**src/rtl/vx_wb_pkg.sv**
```systemverilog
// Shared types and widths for the commit/writeback path.
// Config macros NUM_THREADS, NUM_WARPS and NUM_REGS default to 4/4/32 when not supplied.
`ifndef NUM_THREADS
`define NUM_THREADS 4
`endif
`ifndef NUM_WARPS
`define NUM_WARPS 4
`endif
`ifndef NUM_REGS
`define NUM_REGS 32
`endif

package vx_wb_pkg;

   localparam int unsigned NUM_THREADS = `NUM_THREADS;
   localparam int unsigned NUM_WARPS   = `NUM_WARPS;
   localparam int unsigned NUM_REGS    = `NUM_REGS;
   localparam int unsigned WID_W       = (NUM_WARPS > 1) ? $clog2(NUM_WARPS) : 1;
   localparam int unsigned RD_W        = (NUM_REGS > 1) ? $clog2(NUM_REGS) : 1;
   localparam int unsigned DATA_W      = NUM_THREADS * 32;

   // One register-file write beat
   typedef struct packed {
      logic [WID_W-1:0]       wid;
      logic [31:0]            pc;
      logic [NUM_THREADS-1:0] tmask;
      logic [RD_W-1:0]        rd;
      logic [DATA_W-1:0]      data;
   } wb_beat_t;

   // Instructions without a write, or targeting the hardwired zero register, never reach the GPRs
   function automatic logic is_nowrite(input logic wb, input logic [RD_W-1:0] rd);
      return (!wb) || (rd == '0);
   endfunction

endpackage

```
**src/rtl/vx_rr_arbiter.sv**
```systemverilog
// Round-robin arbiter: grants the first request at or above the pointer, wrapping,
// and advances the pointer past the winner on every grant.
module vx_rr_arbiter #(
   parameter int unsigned N = 4
) (
   input  logic                                  clk,
   input  logic                                  reset,
   input  logic [N-1:0]                          req,
   input  logic                                  enable,
   output logic [N-1:0]                          grant_onehot,
   output logic [((N > 1) ? $clog2(N) : 1)-1:0]  grant_idx,
   output logic                                  grant_valid
);

   localparam int unsigned IDX_W = (N > 1) ? $clog2(N) : 1;

   logic [IDX_W-1:0] ptr;
   int unsigned      j;

   // Priority scan starting at the pointer
   always_comb begin
      grant_onehot = '0;
      grant_idx    = '0;
      grant_valid  = 1'b0;
      j            = 0;
      for (int unsigned k = 0; k < N; k++) begin
         j = 32'(ptr) + k;
         if (j >= N) begin
            j = j - N;
         end
         if (enable && !grant_valid && req[IDX_W'(j)]) begin
            grant_valid                = 1'b1;
            grant_idx                  = IDX_W'(j);
            grant_onehot[IDX_W'(j)]    = 1'b1;
         end
      end
   end

   // Pointer moves to the slot after the winner; holds without a grant
   always_ff @(posedge clk) begin
      if (reset) begin
         ptr <= '0;
      end else if (grant_valid) begin
         ptr <= (32'(grant_idx) == (N - 1)) ? '0 : grant_idx + IDX_W'(1);
      end
   end

endmodule

```
**src/rtl/vx_commit_writeback.sv**
```systemverilog
// Commit-to-writeback collector: drops no-write commits, round-robins the rest
// into a single registered writeback channel.
// Optional macro VX_WB_PERF_EN adds perf_stall_cycles / perf_writes counters.
module vx_commit_writeback
   import vx_wb_pkg::*;
#(
   parameter int unsigned NUM_SRCS = 4
) (
   input  logic                            clk,
   input  logic                            reset,
   input  logic [NUM_SRCS-1:0]             cmt_valid,
   output logic [NUM_SRCS-1:0]             cmt_ready,
   input  logic [NUM_SRCS*WID_W-1:0]       cmt_wid,
   input  logic [NUM_SRCS*32-1:0]          cmt_pc,
   input  logic [NUM_SRCS*NUM_THREADS-1:0] cmt_tmask,
   input  logic [NUM_SRCS*RD_W-1:0]        cmt_rd,
   input  logic [NUM_SRCS-1:0]             cmt_wb,
   input  logic [NUM_SRCS*DATA_W-1:0]      cmt_data,
   output logic                            wb_valid,
   input  logic                            wb_ready,
   output logic [WID_W-1:0]                wb_wid,
   output logic [31:0]                     wb_pc,
   output logic [NUM_THREADS-1:0]          wb_tmask,
   output logic [RD_W-1:0]                 wb_rd,
   output logic [DATA_W-1:0]               wb_data
`ifdef VX_WB_PERF_EN
   ,
   output logic [63:0]                     perf_stall_cycles,
   output logic [63:0]                     perf_writes
`endif
);

   localparam int unsigned IDX_W = (NUM_SRCS > 1) ? $clog2(NUM_SRCS) : 1;

   wb_beat_t            src_beat [NUM_SRCS];
   wb_beat_t            sel_beat;
   wb_beat_t            beat_q;
   logic [NUM_SRCS-1:0] req;
   logic [NUM_SRCS-1:0] nowrite;
   logic [NUM_SRCS-1:0] grant_onehot;
   logic [IDX_W-1:0]    grant_idx;
   logic                grant_valid;
   logic                load;

   // Unpack flat commit buses and classify each source
   always_comb begin
      req     = '0;
      nowrite = '0;
      for (int i = 0; i < NUM_SRCS; i++) begin
         src_beat[i].wid   = cmt_wid[i*WID_W +: WID_W];
         src_beat[i].pc    = cmt_pc[i*32 +: 32];
         src_beat[i].tmask = cmt_tmask[i*NUM_THREADS +: NUM_THREADS];
         src_beat[i].rd    = cmt_rd[i*RD_W +: RD_W];
         src_beat[i].data  = cmt_data[i*DATA_W +: DATA_W];
         nowrite[i]        = is_nowrite(cmt_wb[i], cmt_rd[i*RD_W +: RD_W]);
         req[i]            = cmt_valid[i] & ~nowrite[i];
      end
   end

   assign load = ~wb_valid | wb_ready;

   vx_rr_arbiter #(
      .N (NUM_SRCS)
   ) u_arb (
      .clk          (clk),
      .reset        (reset),
      .req          (req),
      .enable       (load & ~reset),
      .grant_onehot (grant_onehot),
      .grant_idx    (grant_idx),
      .grant_valid  (grant_valid)
   );

   assign sel_beat  = src_beat[grant_idx];
   assign cmt_ready = {NUM_SRCS{~reset}} & ((cmt_valid & nowrite) | grant_onehot);

   // Output valid: refill on handshake or when empty; reset drops any held beat
   always_ff @(posedge clk) begin
      if (reset) begin
         wb_valid <= 1'b0;
      end else if (load) begin
         wb_valid <= grant_valid;
      end
   end

   // Output payload: captured only with a new grant, otherwise held
   always_ff @(posedge clk) begin
      if (load && grant_valid) begin
         beat_q <= sel_beat;
      end
   end

   assign wb_wid   = beat_q.wid;
   assign wb_pc    = beat_q.pc;
   assign wb_tmask = beat_q.tmask;
   assign wb_rd    = beat_q.rd;
   assign wb_data  = beat_q.data;

`ifdef VX_WB_PERF_EN
   // Cycles where some write request waited without a grant
   always_ff @(posedge clk) begin
      if (reset) begin
         perf_stall_cycles <= '0;
      end else if ((|req) && !grant_valid) begin
         perf_stall_cycles <= perf_stall_cycles + 64'd1;
      end
   end

   // Completed writeback handshakes
   always_ff @(posedge clk) begin
      if (reset) begin
         perf_writes <= '0;
      end else if (wb_valid && wb_ready) begin
         perf_writes <= perf_writes + 64'd1;
      end
   end
`endif

endmodule

```
**config.mk**
```make
export PLATFORM = sky130hd
export DESIGN_NAME = vx_commit_writeback
export DESIGN_NICKNAME = d
export VERILOG_FILES = /design/src/rtl/vx_wb_pkg.sv /design/src/rtl/vx_rr_arbiter.sv /design/src/rtl/vx_commit_writeback.sv
export SDC_FILE = /design/constraint.sdc
export NUM_CORES = 1
export LEC_CHECK = 0
export BUFFER_PORTS_ARGS = -buffer_cell sky130_fd_sc_hd__buf_2
export CORE_AREA = 2 2 342 344
export DETAILED_ROUTE_END_ITERATION = 10
export DIE_AREA = 0 0 344 346
export PLACE_DENSITY = 0.4
export SLEW_MARGIN = 30
export SYNTH_ARGS = -nofsm -noshare
export SYNTH_HDL_FRONTEND = slang
export SYNTH_SLANG_ARGS = --single-unit
```
**constraint.sdc**
```tcl
create_clock -name clk -period 15 [get_ports clk]
set_input_delay 2.25 -clock clk [delete_from_list [all_inputs] [get_ports clk]]
set_output_delay 2.25 -clock clk [all_outputs]
set_load 0.005 [all_outputs]
```
==> flow_summary.json <==
{
  "outcome": "finished clean",
  "synthArstFlopShare_pct": 0,
  "clock_latency_ps": 550,
  "core_area_um2": 115000,
  "ctsHoldBuffers": 0,
  "skew_ps": 10.7,
  "drcViolationCount": 0,
  "fin_crit_sh_pct": 54.3,
  "syn2layout_area_growth_pct": 23.6,
  "multi_input_area_um2": 17600,
  "drive_gt1_share_pct": 25.9,
  "synth.distinct_cells": 50,
  "cts_root_buf": "clkbuf_16",
  "place_inst": 5278,
  "die_h_um": 346,
  "power_frac_seq_pct": 25.2,
  "p_int_w": 0.00157,
  "place_congestion": 0.836,
  "clock-sinks": 174,
  "worstPathRequired_ps": 12750,
  "grt_max_degree": 153,
  "yosysTopAreaCellShare_pct": 20.9,
  "post-dp-hpwl_mm": 89.8,
  "cts_resized": 0,
  "maxSlewHeadroom_pct": 32.5,
  "postRouteWirelength_mm": 137,
  "start_kind": "input port",
  "synth-edff-count": 171,
  "antenna_found_initial": 86,
  "slew_viol_final": 0,
  "grt_pass1_vias": 29392,
  "synth_common_cells": "clkbuf_1 (381), nor2_1 (350), nor3_1 (345)",
  "cts_tree": "yes",
  "cts.clk_slew.worst_paths_ps": 80,
  "layout.cells.non_filler": 5356,
  "fin_tns_setup_ps": 0,
  "grt_pass1_wl_mm": 199,
  "grt_overflow": 0,
  "cts-buffers-inserted": 17,
  "worst_pin_slew_ps": 1010,
  "p_sw_share_pct": 46.3,
  "p_sw_w": 0.00135,
  "wl_per_cell_um": 25.6,
  "grt.total_usage_pct": 21.7,
  "synth_fp_nets": 3979,
  "yosysWarnings": 0,
  "avgSynthCellArea_um2": 7.49,
  "arrival_ps": 5890,
  "htreeDepth": 4,
  "die-area_um2": 119000,
  "setup_viol": 0,
  "num_io_pins": 871,
  "peakVddDrop_v": 0.0000926,
  "synth_area_um2": 24600,
  "ant_nets": 0,
  "max_clock_freq_ghz": 0.123,
  "combPwrFrac_pct": 56.0,
  "hold_viol": 0,
  "dieWidth_um": 344,
  "initial_core_util_pct": 21.3,
  "crit_type": "in2out",
  "drtPass1Iterations": 8,
  "drtIter0Drc": 2866,
  "p_per_area_nw_per_um2": 96.0,
  "clockPowerShare_pct": 18.7,
  "max-cap-violations": 0,
  "end_kind": "primary output",
  "worstPathMaxFanout": 66,
  "fp-row-count": 125,
  "synth_area_leaders": "edfxtp_1 (21%), o311a_1 (14%), o211ai_1 (10%)",
  "synth.most_common_cell": "clkbuf_1",
  "hold_path.class": "reg2reg",
  "num_vias": 31235,
  "synth_top_area_cell": "edfxtp_1",
  "rsz0062_at_grt": "false",
  "postCtsSetupRepairBufs": 0,
  "regArea_um2": 5200,
  "final_nets": 4475,
  "cts_buffer_depth": 2,
  "port_buffers": 870,
  "fill_cells": 12847,
  "synth-seq-cells": 174,
  "yosys_most_used_dff": "edfxtp_1",
  "p_leak_nw": 11.4,
  "synth_cells": 3280,
  "yosysSeqAreaShare_pct": 21.1,
  "period_needed_ps": 8140,
  "vias_per_cell": 5.83
}
[stage by stage]
step	setup slack (ps)	hold WS, ps	util [%]	total power, W	instance area (um2)
CTS	6810	660	26.1	0.00294	30200
global route	6550	718	26.3	0.00311	30300
detailed placement	6410	645	25.6	0.00237	29600
finish	6860	667	26.3	0.00292	30400
floorplan	2970	572	-	0.00177	24600
global placement	6520	656	25.6	0.00237	29500
[path summary, 6_finish.rpt]
kind	startpoint	to	slack (ps)	cells after the start
worst min-delay path	u_arb.ptr[1]	u_arb.ptr[1]	670	2
worst min register to register	u_arb.ptr[1]	u_arb.ptr[1]	670	2
worst max register to register	u_arb.ptr[0]	wb_data[6]	8240	12
worst max-delay path	cmt_rd[6]	cmt_ready[0]	6860	10
[layer usage]
metal	global-route usage, %	share of wire [%]
met1	27.2	42
met2	35.1	47
met3	6.63	8.7
met4	7.12	2.7
met5	0	0.37
[cell families after synthesis]
kind of cell    share of synthesized area [%]
fa+ha+maj                               0.204
flops                                    21.1
compound gates                           35.3
mux                                      8.05
buf+inv                                  7.70
simple gates                             27.6
[cell usage in the layout, fill, tap and decap left out, drive strengths merged, types with 5 or more instances in the layout]
cell      n
a21oi   177
a22oi     5
a311oi  171
buf     934
clkbuf   18
clkinv    7
diode    44
edfxtp  171
mux2    171
nand2   174
nand3   172
nor2    351
nor3    345
o211ai  344
o21ai    13
o311a   340
or3     341
[area by class of cell]
class,count,share of cell area [%]
multi-input cells,2646,57.8
flip-flops and latches,174,17.1
repair buffers,934,16.4
well taps,1524,6.28
clock buffers,18,1.41
clock inverters,13,0.564
diodes,44,0.363
inverters,3,0.0536
[critical path, stage by stage]
cell and delay, ps:
buf_2 120, or4_1 650, o211ai_1 320, mux2i_1 180, or3_1 430, a211oi_4 260, buf_4 670, a22oi_1 180
a21oi_2 580, buf_2 240
[power groups by stage]
| stage | Combinational, W | Sequential, W | Clock, W |
|---|---|---|---|
| after floorplan | 0.00101 | 0.000758 | 0 |
| after global placement | 0.00162 | 0.000749 | 0 |
| after detailed placement | 0.00162 | 0.000747 | 0 |
| after CTS | 0.00163 | 0.000739 | 0.000573 |
| after global routing | 0.00178 | 0.000745 | 0.000583 |
| final | 0.00163 | 0.000736 | 0.000547 |
[registers in the layout, summed over array words and instances, names as in the netlist]
register	flops
wb_wid	2
wb_data	128
wb_valid	1
wb_tmask	4
u_arb.ptr	2
wb_rd	5
wb_pc	32
(Power assumes the default switching activity.)
